==> config.mk <==
export PLATFORM = sky130hd
export DESIGN_NAME = algo_pque_ptr_alloc
export DESIGN_NICKNAME = d
export VERILOG_FILES = /design/src/rtl/algo_pque_ptr_alloc.sv
export SDC_FILE = /design/constraint.sdc
export NUM_CORES = 2
export LEC_CHECK = 0
export CAP_MARGIN = 0
export CORE_MARGIN = 4
export CORE_UTILIZATION = 55
export DETAILED_ROUTE_END_ITERATION = 7
export PLACE_DENSITY = 0.68
export RECOVER_POWER = 100
export SYNTH_ARGS = -nofsm -noshare
export SYNTH_HDL_FRONTEND = slang
export SYNTH_SLANG_ARGS = --single-unit
==> constraint.sdc <==
create_clock -name clk -period 5.24 [get_ports clk]
set_input_delay 0.786 -clock clk [delete_from_list [all_inputs] [get_ports clk]]
set_output_delay 0.786 -clock clk [all_outputs]
set_load 0.02 [all_outputs]
==> src/rtl/algo_pque_ptr_alloc.sv <==
// algo_pque_ptr_alloc
// Initiator-side client for the pque push/pop interface. Every accepted
// enqueue takes a link pointer from an internal free list and pushes it;
// every accepted dequeue pops, and the pointer the pque returns is handed
// to the user and recycled into the free list. Fresh pointers (never issued
// since reset) are handed out first; after that, recycled pointers come out
// of a FIFO in return order. POP_DELAY must be at least 1.
module algo_pque_ptr_alloc #(
  parameter int NUMADDR   = 256,
  parameter int BITADDR   = 8,
  parameter int NUMQPRT   = 64,
  parameter int BITQPRT   = 6,
  parameter int BITQCNT   = BITADDR + 1,
  parameter int POP_DELAY = 3
) (
  input  logic               clk,
  input  logic               rst,
  input  logic               pque_ready,
  output logic               ready,
  input  logic               enq_vld,
  input  logic [BITQPRT-1:0] enq_prt,
  output logic               enq_rdy,
  input  logic               deq_vld,
  input  logic [BITQPRT-1:0] deq_prt,
  output logic               deq_rdy,
  output logic               deq_out_vld,
  output logic [BITADDR-1:0] deq_out_ptr,
  output logic               deq_out_emp,
  output logic               push,
  output logic [BITQPRT-1:0] pu_prt,
  output logic [BITADDR-1:0] pu_ptr,
  output logic               pop,
  output logic               po_ndq,
  output logic [BITQPRT-1:0] po_prt,
  input  logic               po_pvld,
  input  logic [BITADDR-1:0] po_ptr,
  output logic [BITQCNT-1:0] free_cnt,
  output logic               err
);

  if (NUMQPRT > (1 << BITQPRT)) begin : g_bad_prt
    $error("BITQPRT is too narrow to encode NUMQPRT priorities");
  end

  localparam logic [BITQCNT-1:0] NUM_Q  = BITQCNT'(NUMADDR);
  localparam logic [BITADDR-1:0] LAST_A = BITADDR'(NUMADDR - 1);

  // Pointer increment that wraps by compare, so NUMADDR need not be 2^n.
  function automatic logic [BITADDR-1:0] wrap_inc(input logic [BITADDR-1:0] p);
    return (p == LAST_A) ? '0 : p + 1'b1;
  endfunction

  logic [BITQCNT-1:0] nxt_new;
  logic [BITQCNT-1:0] fifo_cnt;
  logic [BITADDR-1:0] head;
  logic [BITADDR-1:0] tail;
  logic [BITADDR-1:0] fifo_mem [NUMADDR];
  logic [POP_DELAY:0] pop_pipe;

  logic               enq_acc;
  logic               deq_acc;
  logic               from_fresh;
  logic               alloc_fifo;
  logic [BITADDR-1:0] alloc_ptr;
  logic               ret_vld;
  logic               rcy_try;
  logic               rcy_ok;
  logic               rcy_drop;
  logic               spurious;

  assign ready   = rst & pque_ready;
  assign enq_rdy = ready & (free_cnt != '0);
  assign deq_rdy = ready;
  assign po_ndq  = 1'b0;

  assign enq_acc    = enq_vld & enq_rdy;
  assign deq_acc    = deq_vld & deq_rdy;
  assign from_fresh = (nxt_new != NUM_Q);
  assign alloc_fifo = enq_acc & ~from_fresh;
  assign alloc_ptr  = from_fresh ? nxt_new[BITADDR-1:0] : fifo_mem[head];

  // The oldest pipe stage lines up with the cycle po_pvld belongs to.
  assign ret_vld  = pop_pipe[POP_DELAY];
  assign rcy_try  = ret_vld & po_pvld;
  assign rcy_ok   = rcy_try & (fifo_cnt != NUM_Q);
  assign rcy_drop = rcy_try & ~rcy_ok;
  assign spurious = po_pvld & ~ret_vld;

  // Recycle storage: data only, no reset needed.
  always_ff @(posedge clk) begin
    if (rcy_ok) fifo_mem[tail] <= po_ptr;
  end

  // Control state, pque request registers and user result registers.
  always_ff @(posedge clk) begin
    if (!rst) begin
      push        <= 1'b0;
      pu_prt      <= '0;
      pu_ptr      <= '0;
      pop         <= 1'b0;
      po_prt      <= '0;
      deq_out_vld <= 1'b0;
      deq_out_ptr <= '0;
      deq_out_emp <= 1'b0;
      err         <= 1'b0;
      nxt_new     <= '0;
      fifo_cnt    <= '0;
      head        <= '0;
      tail        <= '0;
      pop_pipe    <= '0;
      free_cnt    <= NUM_Q;
    end else begin
      push <= enq_acc;
      if (enq_acc) begin
        pu_prt <= enq_prt;
        pu_ptr <= alloc_ptr;
      end
      pop <= deq_acc;
      if (deq_acc) po_prt <= deq_prt;

      pop_pipe <= {pop_pipe[POP_DELAY-1:0], deq_acc};

      deq_out_vld <= ret_vld;
      if (ret_vld) begin
        deq_out_ptr <= po_pvld ? po_ptr : '0;
        deq_out_emp <= ~po_pvld;
      end

      if (enq_acc && from_fresh) nxt_new <= nxt_new + 1'b1;
      if (alloc_fifo) head <= wrap_inc(head);
      if (rcy_ok) tail <= wrap_inc(tail);

      // A same-cycle allocation and recycle cancel out in both counts.
      case ({rcy_ok, alloc_fifo})
        2'b10:   fifo_cnt <= fifo_cnt + 1'b1;
        2'b01:   fifo_cnt <= fifo_cnt - 1'b1;
        default: fifo_cnt <= fifo_cnt;
      endcase
      case ({rcy_ok, enq_acc})
        2'b10:   free_cnt <= free_cnt + 1'b1;
        2'b01:   free_cnt <= free_cnt - 1'b1;
        default: free_cnt <= free_cnt;
      endcase

      if (spurious || rcy_drop) err <= 1'b1;
    end
  end

endmodule

==> results list <==
- The most numerous cell type found on the critical path is sky130_fd_sc_hd__nor2_1.
* Outcome: complete, but fails checks
- Setup repair after global routing left no endpoint under its margin.
- CTS sink cnt: between 2000 and 2500
- Sum Neg Setup Slack: 0 ns
* Count of mapped cells out of synthesis: roughly 4200
- Grouping stages by cell kind, the critical path spends the most delay in flip-flops.
- The worst setup path is captured at a flip-flop.
* EDFF count, synth: 2048
- TritonCTS built the clock tree.
- Commonest cells after routing, fill and taps aside: sky130_fd_sc_hd__edfxtp_1, sky130_fd_sc_hd__mux4_2, sky130_fd_sc_hd__nor2_1, sky130_fd_sc_hd__clkbuf_16, sky130_fd_sc_hd__nand2_1
* Area taken by multi-input logic gates: 18900 sq um
- Counting the fill cells in the layout gives 10500.
- Cell variety after synth: 79
- Subtracting the final worst setup slack from the clock period gives 4.70 ns.
- For the worst setup path, the data required time is between 5 and 6 ns.
- Number of global-route vias before repair: around 43000
- Overflow after GRT: 0
- For the worst flop-to-flop path, the logic depth is 8.
- Gates resized during post-CTS repair numbered 0.
- The floorplan has around 140 rows.
- Post-synthesis sequential area ratio: ~76%
- The count of nets left with antenna violations once routing finished came out at 0.
- Area of the placeable core: 150000 sq um
- Die span in y: 398 um
* Cells along the critical path: clkbuf_2, mux4_2, a221oi_1, nor2_1, nor2_1, nor3_1, o21ai_0, a31oi_1
- In the global route stage, overall resource usage came out at between 20% and 30%.
* Clk Tree Root Cell: sky130_fd_sc_hd__clkbuf_16
- Detail-routed via count per cell: just under 7
* Number of failing hold endpoints at the final stage: 0
* Warnings, synthesis: 0
- Counting every net in the synthesized netlist gives around 4300.
- In this run, post-CTS hold repair placed 0 buffers.
- Critical path type: reg2reg
- Residual DRC: 0
- I/O pin total: 72
* Final wirelength: 226 mm
* Max_slew headroom: -210%
- Count of final max-slew check failures: around 1100
- Together, buffers and inverters on the worst path number 1.
- X dimension of the die: around 400 um
* Post-DP HPWL: around 140 mm
- Iteration-0 DRC Markers: around 7300
* Synthesis-stage register bit count: roughly 2100
* Fraction of final layout cells sized beyond drive strength 1: ~20%
- Cell Area, Synth: ~84000 sq um
- Number of maximum-capacitance violations: 21
- At the pin with the least slew margin, the transition time is approximately 4.6 ns.
* Initial antenna violation count: 6
- Final period util: between 80% and 90%
- In the final layout, flip-flops and latches occupy between 60000 and 70000 sq um.
- Finished Layout Cells: between 6000 and 7000
- The first global-routing pass estimated roughly 320 mm of wire.
* Startpoint types: flip-flop
- Num CTS Buffers: around 200
- In this run, placement finished with an instance count of slightly above 6000.
- Reg2reg setup slack: 0.54 ns
- The checks that failed: capacitance limit, slew limit.
- In this run the most critical hold path is launched from pop_pipe[2].
- Initial DRT Pass Iterations: 6
- Terminus of the critical flop-to-flop path: pu_ptr[5]
- Across the VDD grid, the largest voltage drop is about 0.35 mV.
- Fin nets: 4449
- Power per cell area: 362 nW/um^2
* Hold path cells: 1
- Worst skew pair latency: a little over 0.8 ns
* Hold crit path type: reg2reg
* Worst clock skew: ~0.027 ns
- Number of I/O port buffers: 70
- CP max stage delay: 1.24 ns
- Clk buf depth: 3
- After detailed routing, the average wire length per cell comes to about 34 um.
* Hold Crit Endpoint: pop_pipe[3]
- At the worst endpoint, the arrival time is 5.35 ns.
- For this configuration, the core starts out at a cell density of 55.6%.
- The slowest stage of the critical path is the sky130_fd_sc_hd__dfxtp_2 cell.
- Final weighted congestion in routability-driven placement: between 0.9 and 1
- A synthesized cell averages 19.8 sq um.
- Commonest non-fill, non-tap cell in the layout: sky130_fd_sc_hd__edfxtp_1
- Post-CTS timing repair inserted 0 buffers for setup.
- Clock input transition at the sequential cells of the worst setup and hold paths: around 0.06 ns
- Die Area: 158000 sq um
- Share of synthesized registers carrying an async set or reset: 0%
- Top achievable clock speed: approximately 210 MHz
- Setup violations remaining at the end of the flow were counted as 0.
- Synthesis-to-layout area growth: 11.6%
- Along the worst path, the maximum fanout reaches 22.
- Routed via count: about 44000
- For this run, the leading register cell type out of synthesis is sky130_fd_sc_hd__edfxtp_1.
* Pin count of the biggest net entering global routing: between 100 and 150
* Leakage: roughly 28 nW
- The H-tree generated during clock tree synthesis spans 4 levels.
## Yosys cell counts, types with 18 or more instances
cell / n / area share, %
sky130_fd_sc_hd__edfxtp_1: 2048 / 74
sky130_fd_sc_hd__mux4_2: 483 / 13
sky130_fd_sc_hd__nor2_1: 358 / 1.6
sky130_fd_sc_hd__nand2_1: 188 / 0.84
sky130_fd_sc_hd__mux2i_1: 136 / 1.6
sky130_fd_sc_hd__clkbuf_1: 103 / 0.46
sky130_fd_sc_hd__dfxtp_1: 87 / 2.1
sky130_fd_sc_hd__a21oi_1: 66 / 0.40
sky130_fd_sc_hd__a22oi_1: 64 / 0.57
sky130_fd_sc_hd__buf_2: 62 / 0.37
sky130_fd_sc_hd__nand3_1: 54 / 0.32
sky130_fd_sc_hd__o22ai_1: 47 / 0.35
sky130_fd_sc_hd__o21ai_0: 40 / 0.24
sky130_fd_sc_hd__buf_6: 35 / 0.47
sky130_fd_sc_hd__nor2b_1: 29 / 0.22
sky130_fd_sc_hd__nor3_1: 28 / 0.17
sky130_fd_sc_hd__buf_4: 24 / 0.22
sky130_fd_sc_hd__nand4_1: 21 / 0.16
sky130_fd_sc_hd__buf_1: 19 / 0.085
sky130_fd_sc_hd__ha_1: 19 / 0.28
sky130_fd_sc_hd__mux2_2: 19 / 0.26
sky130_fd_sc_hd__xor2_1: 19 / 0.20
sky130_fd_sc_hd__and2_1: 18 / 0.13
## worst max path at each step
stage | endpoint | cells after the start | startpoint
after global placement | fifo_cnt[6] | 17 | rst
final | pu_ptr[5] | 8 | flip-flop
after floorplan | fifo_cnt[6] | 17 | rst
after CTS | fifo_cnt[6] | 16 | free_cnt[3]
after detailed placement | fifo_cnt[6] | 17 | rst
after global routing | deq_out_ptr[3] | 4 | po_ptr[3]
## area by class of cell
type	instances	share of cell area, %
sequential	2135	67.8
multi-input combinational	1824	20.3
clock buffer	268	5.95
tap	2016	2.70
timing repair buffer	219	2.02
clock inverter	108	1.13
inverter	20	0.0832
antenna	3	0.00805
## stage by stage
step	util [%]	hold slack [ns]	power, mW	instance area (sq um)	worst slack [ns]
after global placement	57.8	0.426	19.4	86900	0.674
after global routing	62.0	0.470	34.6	93300	0.470
after CTS	62.1	0.445	33.8	93500	1.02
after floorplan	-	0.412	19.1	83600	0.910
after detailed placement	57.8	0.422	19.5	86900	0.661
final	62.0	0.445	33.7	93300	0.538
## power by group
group	total [mW]	switching, mW	leakage [nW]	internal [mW]
clock network	14.6	6.24	3.24	8.41
registers	18.7	0.00608	19.1	18.7
logic	0.389	0.333	6.03	0.0559
total	33.7	6.58	28.4	27.2
## registers in the layout (all words and copies together), names as in the netlist, named ones only
register / count
fifo_mem: 2048
fifo_cnt: 9
free_cnt: 9
nxt_new: 9
deq_out_ptr: 8
head: 8
pu_ptr: 8
tail: 8
po_prt: 6
pu_prt: 6
pop_pipe: 4
deq_out_emp: 1
deq_out_vld: 1
err: 1
push: 1
## logic make-up after synthesis
group | count (synthesis) | synth area share [%]
compound gates | 361 | 2.98
xor+xnor | 31 | 0.325
fa+ha+maj | 20 | 0.308
buf+inv | 267 | 1.77
flops | 2135 | 75.6
mux | 639 | 14.9
other cells | 1 | 0.00449
simple gates | 772 | 4.06
## metal layers
metal | wire (um) | GRT usage, % | share of wire [%]
met1 | 87800 | 43.1 | 39
met2 | 98800 | 40.6 | 44
met3 | 29500 | 7.99 | 13
met4 | 10400 | 11.6 | 4.6
met5 | 0 | 0 | 0
Power figures use the tool's default switching activity.
